==> src/rtl/fpdiv_sequencer.sv <==
// Sequences one IEEE-754 single divide: classifies specials in IDLE, holds operands on a settling divider for SETTLE_CYCLES, then holds the result.
// Latency: 1 cycle for special cases, SETTLE_CYCLES for normal ones; one transaction in flight, result held until OUT_READY.
module fpdiv_sequencer #(
  parameter int unsigned SETTLE_CYCLES = 25
) (
  input  logic        CLOCK,
  input  logic        RESET,
  input  logic        IN_VALID,
  output logic        IN_READY,
  input  logic [31:0] InputA,
  input  logic [31:0] InputB,
  output logic [31:0] DIV_A,
  output logic [31:0] DIV_B,
  input  logic [31:0] DIV_Q,
  output logic        OUT_VALID,
  input  logic        OUT_READY,
  output logic [31:0] AbyB,
  output logic        DONE,
  output logic [1:0]  EXCEPTION
);

  localparam logic [7:0]  CNT_INIT = 8'(SETTLE_CYCLES - 1);
  localparam logic [31:0] QNAN     = 32'h7FC0_0000;

  typedef enum logic [1:0] {IDLE, BUSY, HOLD} state_t;

  state_t      state_q, state_d;
  logic [7:0]  cnt_q, cnt_d;
  logic [31:0] div_a_q, div_a_d;
  logic [31:0] div_b_q, div_b_d;
  logic [31:0] abyb_q, abyb_d;
  logic [1:0]  exc_q, exc_d;

  logic [31:0] a_fl, b_fl, q_fl, spec_res;
  logic [1:0]  spec_exc, q_exc;
  logic        sign, is_special;
  logic        a_nan, a_inf, a_zero, b_nan, b_inf, b_zero;

  // Subnormals are flushed to signed zero before any classification.
  assign a_fl = (InputA[30:23] == 8'd0) ? {InputA[31], 31'd0} : InputA;
  assign b_fl = (InputB[30:23] == 8'd0) ? {InputB[31], 31'd0} : InputB;
  assign sign = InputA[31] ^ InputB[31];

  assign a_nan  = (&a_fl[30:23]) & (|a_fl[22:0]);
  assign a_inf  = (&a_fl[30:23]) & ~(|a_fl[22:0]);
  assign a_zero = ~(|a_fl[30:0]);
  assign b_nan  = (&b_fl[30:23]) & (|b_fl[22:0]);
  assign b_inf  = (&b_fl[30:23]) & ~(|b_fl[22:0]);
  assign b_zero = ~(|b_fl[30:0]);

  always_comb begin
    spec_res   = 32'd0;
    spec_exc   = 2'b00;
    is_special = 1'b1;
    if (a_nan | b_nan | (a_inf & b_inf) | (a_zero & b_zero)) begin
      spec_res = QNAN;
      spec_exc = 2'b10;
    end else if (a_inf) begin
      spec_res = {sign, 8'hFF, 23'd0};
      spec_exc = 2'b11;
    end else if (b_inf) begin
      spec_res = {sign, 31'd0};
      spec_exc = 2'b11;
    end else if (b_zero) begin
      spec_res = {sign, 8'hFF, 23'd0};
      spec_exc = 2'b01;
    end else if (a_zero) begin
      spec_res = {sign, 31'd0};
      spec_exc = 2'b11;
    end else begin
      is_special = 1'b0;
    end
  end

  // Divider output is flushed on its own sign: underflow to zero, overflow to inf.
  always_comb begin
    q_fl  = DIV_Q;
    q_exc = 2'b00;
    if (DIV_Q[30:23] == 8'd0) begin
      q_fl = {DIV_Q[31], 31'd0};
    end else if (DIV_Q[30:23] == 8'hFF) begin
      q_fl  = {DIV_Q[31], 8'hFF, 23'd0};
      q_exc = 2'b11;
    end
  end

  always_comb begin
    state_d = state_q;
    cnt_d   = cnt_q;
    div_a_d = div_a_q;
    div_b_d = div_b_q;
    abyb_d  = abyb_q;
    exc_d   = exc_q;
    case (state_q)
      IDLE: begin
        if (IN_VALID) begin
          if (is_special) begin
            abyb_d  = spec_res;
            exc_d   = spec_exc;
            state_d = HOLD;
          end else begin
            div_a_d = a_fl;
            div_b_d = b_fl;
            cnt_d   = CNT_INIT;
            state_d = BUSY;
          end
        end
      end
      BUSY: begin
        if (cnt_q == 8'd0) begin
          abyb_d  = q_fl;
          exc_d   = q_exc;
          state_d = HOLD;
        end else begin
          cnt_d = cnt_q - 8'd1;
        end
      end
      HOLD: begin
        if (OUT_READY) begin
          state_d = IDLE;
        end
      end
      default: state_d = IDLE;
    endcase
  end

  always_ff @(posedge CLOCK) begin
    if (!RESET) begin
      state_q <= IDLE;
      cnt_q   <= 8'd0;
      div_a_q <= 32'd0;
      div_b_q <= 32'd0;
      abyb_q  <= 32'd0;
      exc_q   <= 2'b00;
    end else begin
      state_q <= state_d;
      cnt_q   <= cnt_d;
      div_a_q <= div_a_d;
      div_b_q <= div_b_d;
      abyb_q  <= abyb_d;
      exc_q   <= exc_d;
    end
  end

  assign IN_READY  = (state_q == IDLE);
  assign OUT_VALID = (state_q == HOLD);
  assign DONE      = OUT_VALID & OUT_READY;
  assign DIV_A     = div_a_q;
  assign DIV_B     = div_b_q;
  assign AbyB      = abyb_q;
  assign EXCEPTION = exc_q;

endmodule

==> config.mk <==
export PLATFORM = sky130hd
export DESIGN_NAME = fpdiv_sequencer
export DESIGN_NICKNAME = d
export VERILOG_FILES = /design/src/rtl/fpdiv_sequencer.sv
export SDC_FILE = /design/constraint.sdc
export NUM_CORES = 1
export LEC_CHECK = 0
export BUFFER_PORTS_ARGS = -buffer_cell sky130_fd_sc_hd__buf_2
export CAP_MARGIN = 20
export CORE_MARGIN = 8
export CORE_UTILIZATION = 48
export DETAILED_ROUTE_END_ITERATION = 10
export PLACE_DENSITY_LB_ADDON = 0.15
export SKIP_LAST_GASP = 1
export SLEW_MARGIN = 10
export SYNTH_ARGS = -nofsm -noshare
export SYNTH_HDL_FRONTEND = slang
export SYNTH_SLANG_ARGS = --single-unit
==> constraint.sdc <==
create_clock -name CLOCK -period 3.1 [get_ports CLOCK]
set_input_delay 0.62 -clock CLOCK [delete_from_list [all_inputs] [get_ports CLOCK]]
set_output_delay 0.62 -clock CLOCK [all_outputs]
set_load 0.01 [all_outputs]
==> results.tsv <==
stage	metric	value	unit
clocking	clock_sinks	108	
worst_setup_path	cp_num_cells	7	
synthesis	synthesis.area	4867	um2
synthesis	synth_cell_types	49	
global_route	overflow	0	
clocking	clkLatencyLatePin	0.37	ns
placed_design	place_inst	857	
worst_setup_path	critPathBufInv	1	
clocking	cts_tree	built	
synthesis	syn-num-nets	659	
global_route	grt_pass1_wl	22540	um
power	powerDensity	604.1	nW/um2
run_status	status	finished clean	
placed_design	place.gp.congestion	0.8471	
detailed_routing	wl_per_cell	16.47	um
worst_setup_path	cp_top_family	simple AND/OR/NAND/NOR gates	
timing	setup_slack	0.5987	ns
synthesis	seq_area_frac_synth	0.4442	
worst_setup_path	crit_fanout	44	
final_layout	fin_util	0.6301	
worst_setup_path	endpoint_kind	flip-flop	
clocking	post_cts_buffers	0	
worst_hold_path	hp-class	reg -> reg	
detailed_routing	vias	4632	
synthesis	ys_seq_elements	108	
clocking	clkSlewWorstSetupHoldPaths	0.09	ns
final_layout	drive_gt1_frac	0.3455	
clocking	post_cts_resized	0	
timing	drv_slew	0	
global_route	antenna_found_initial	1	
clocking	root_buffer	clkbuf_8	
clocking	htree_levels	3	
worst_setup_path	worst_path_largest_cell_delay	0.68	ns
die	rows	36	
placed_design	dp_hpwl	10610	um
timing	finalHoldViolations	0	
worst_setup_path	path_cells	or4_1, or4b_1, nor2_4, or2_1, buf_12, nand3_1, a21boi_1	
timing	setup_tns	0	ns
job	maxCapViolCount	0	
global_route	grt_pass1_vias	4621	
final_layout	final_cells	875	
synthesis	synthCells	557	
timing	final.min_clock_period	2.501	ns
timing	worst_pin_slew	0.9832	ns
worst_setup_path	reg2reg_depth	7	
final_layout	syn2layout_area_growth	27.12	%
worst_setup_path	cp.required	3.39	ns
final_layout	fillerInstances	913	
power	leakagePower	2.865	nW
power	vdd_ir_drop_max	0.2445	mV
die	io_pins	201	
worst_setup_path	path_class	reg -> reg	
die	coreArea	9819	um2
synthesis	synthArstFlopShare	0	
worst_setup_path	crit_slowest_cell	or4b_1	
die	dieArea	13620	um2
final_layout	fin_nets	838	
global_route	grt_max_degree	65	
synthesis	synth_warnings	0	
worst_setup_path	crit_arrival	2.79	ns
clocking	clk_path_buf_depth	2	
placed_design	dpl_worst_slack	0.3644	ns
timing	finalCritPeriodShare	0.8069	
clocking	cts_made_buffers	9	
global_route	grt.total_usage	0.2083	
detailed_routing	viasPerCell	5.294	
detailed_routing	routed_wl	14410	um
detailed_routing	post-route-drc-count	0	
die	die_h	116.7	um
placed_design	port-buffer-count	200	
die	start_util	0.4957	
timing	setup_violations	0	
synthesis	synth-edff-count	0	
timing	fin_skew	0.007624	ns
detailed_routing	drtIter0Drc	295	
clocking	cts_hold_buffers	0	
die	die_w	116.7	um
detailed_routing	first_pass_iters	5	
synthesis	synth.avg_cell_area	8.738	um2
synthesis	synth-main-ff-cell	dfxtp_1	
worst_setup_path	cp-start-kind	flip-flop	
timing	fmax	399.8	MHz
timing	relSlewSlack	0.3445	
timing	rsz0062_at_grt	false	
detailed_routing	postRouteAntennaNets	0	
worst_hold_path	holdPathStages	2	
## kinds of logic after synthesis
logic type | Yosys count | share of synthesized area
xor+xnor | 1 | 0.001800
simple gates | 264 | 0.2979
fa+ha+maj | 2 | 0.005141
flops | 108 | 0.4442
buf+inv | 46 | 0.04473
mux | 1 | 0.002057
compound gates | 135 | 0.2041
## flip-flops by register name, summed over array words and instances, names as in the netlist
| name | count |
|---|---|
| DIV_A | 32 |
| state_q | 2 |
| DIV_B | 32 |
| cnt_q | 8 |
| EXCEPTION | 2 |
| AbyB | 32 |
## cell type report
cell class,instances,area [um2],area share
Clock buffer,13,168.9,0.02730
Antenna cell,1,2.502,0.0004044
Multi-Input combinational cell,403,2496,0.4034
Clock inverter,3,67.56,0.01092
Sequential cell,108,2162,0.3494
Tap cell,133,166.4,0.02690
Timing Repair Buffer,210,1109,0.1792
Inverter,4,15.01,0.002427
## power breakdown
part / internal (mW) / switching (mW) / total (mW) / leakage, nW
Clock: 0.522 / 0.461 / 0.982 / 0.116
Combinational: 0.449 / 0.640 / 1.09 / 1.87
Sequential: 1.56 / 0.106 / 1.67 / 0.882
Total: 2.53 / 1.21 / 3.74 / 2.86
## stage by stage
step           hold slack [ns]  power (mW)  instance area, um2
2_1_floorplan           0.4431       2.410                4867
3_3_place_gp            0.4348       2.751                5933
3_5_place_dp            0.4400       2.780                5933
4_1_cts                 0.4531       3.763                6170
5_1_grt                 0.4738       3.962                6187
6_report                0.4583       3.738                6187
## synth_stat cells (2+ instances only)
master,number,area share
a21boi_0,23,0.035
a21boi_1,8,0.012
a21boi_2,10,0.023
a21oi_1,6,0.0062
a31oi_1,12,0.015
a41oi_1,2,0.0036
and2_1,49,0.063
and3_1,47,0.060
buf_2,5,0.0051
buf_6,3,0.0069
clkbuf_1,33,0.025
dfxtp_1,108,0.44
ha_1,2,0.0051
inv_1,4,0.0031
nand2_1,79,0.061
nand2b_1,2,0.0026
nand3_1,16,0.016
nand3_2,10,0.021
nand4_1,8,0.010
nor2_1,12,0.0093
nor2b_1,2,0.0026
nor3_1,8,0.0082
nor4_1,18,0.023
o21a_1,47,0.072
o21ai_0,7,0.0072
o21ai_1,10,0.010
o31ai_1,2,0.0031
or2_2,3,0.0039
## cells in the final DEF, fill, tap and decap left out, types with 10 or more instances in the layout
cell type  count
nand2_1       79
nor4_1        18
and2_1        49
a21boi_2      10
a31oi_1       12
nand3_2       11
nand3_1       15
buf_2        200
dfxtp_1      108
clkbuf_8      12
nor2_1        12
o21ai_1       10
and3_1        46
o21a_1        47
a21boi_0      23
## metal layers
| metal | wire length, um | global-route usage | vias up |
|---|---|---|---|
| li1 | - | - | 2324 |
| met1 | 5936 | 0.2453 | 2133 |
| met2 | 7098 | 0.3504 | 156 |
| met3 | 1130 | 0.05739 | 19 |
| met4 | 244 | 0.08447 | 0 |
| met5 | 0 | 0 | - |
## final timing paths
path | from | to | slack [ns]
max | cnt_q[3] | AbyB[20] | 0.60
min | AbyB[9] | AbyB[9] | 0.46
max reg2reg | cnt_q[3] | AbyB[20] | 0.60
min reg2reg | AbyB[9] | AbyB[9] | 0.46
## worst min-delay path, cell delays in order (launching register included)
cell      delay [ns]
dfxtp_1         0.32
nand2_1         0.06
a21boi_2        0.04
Power figures use the tool's default switching activity.
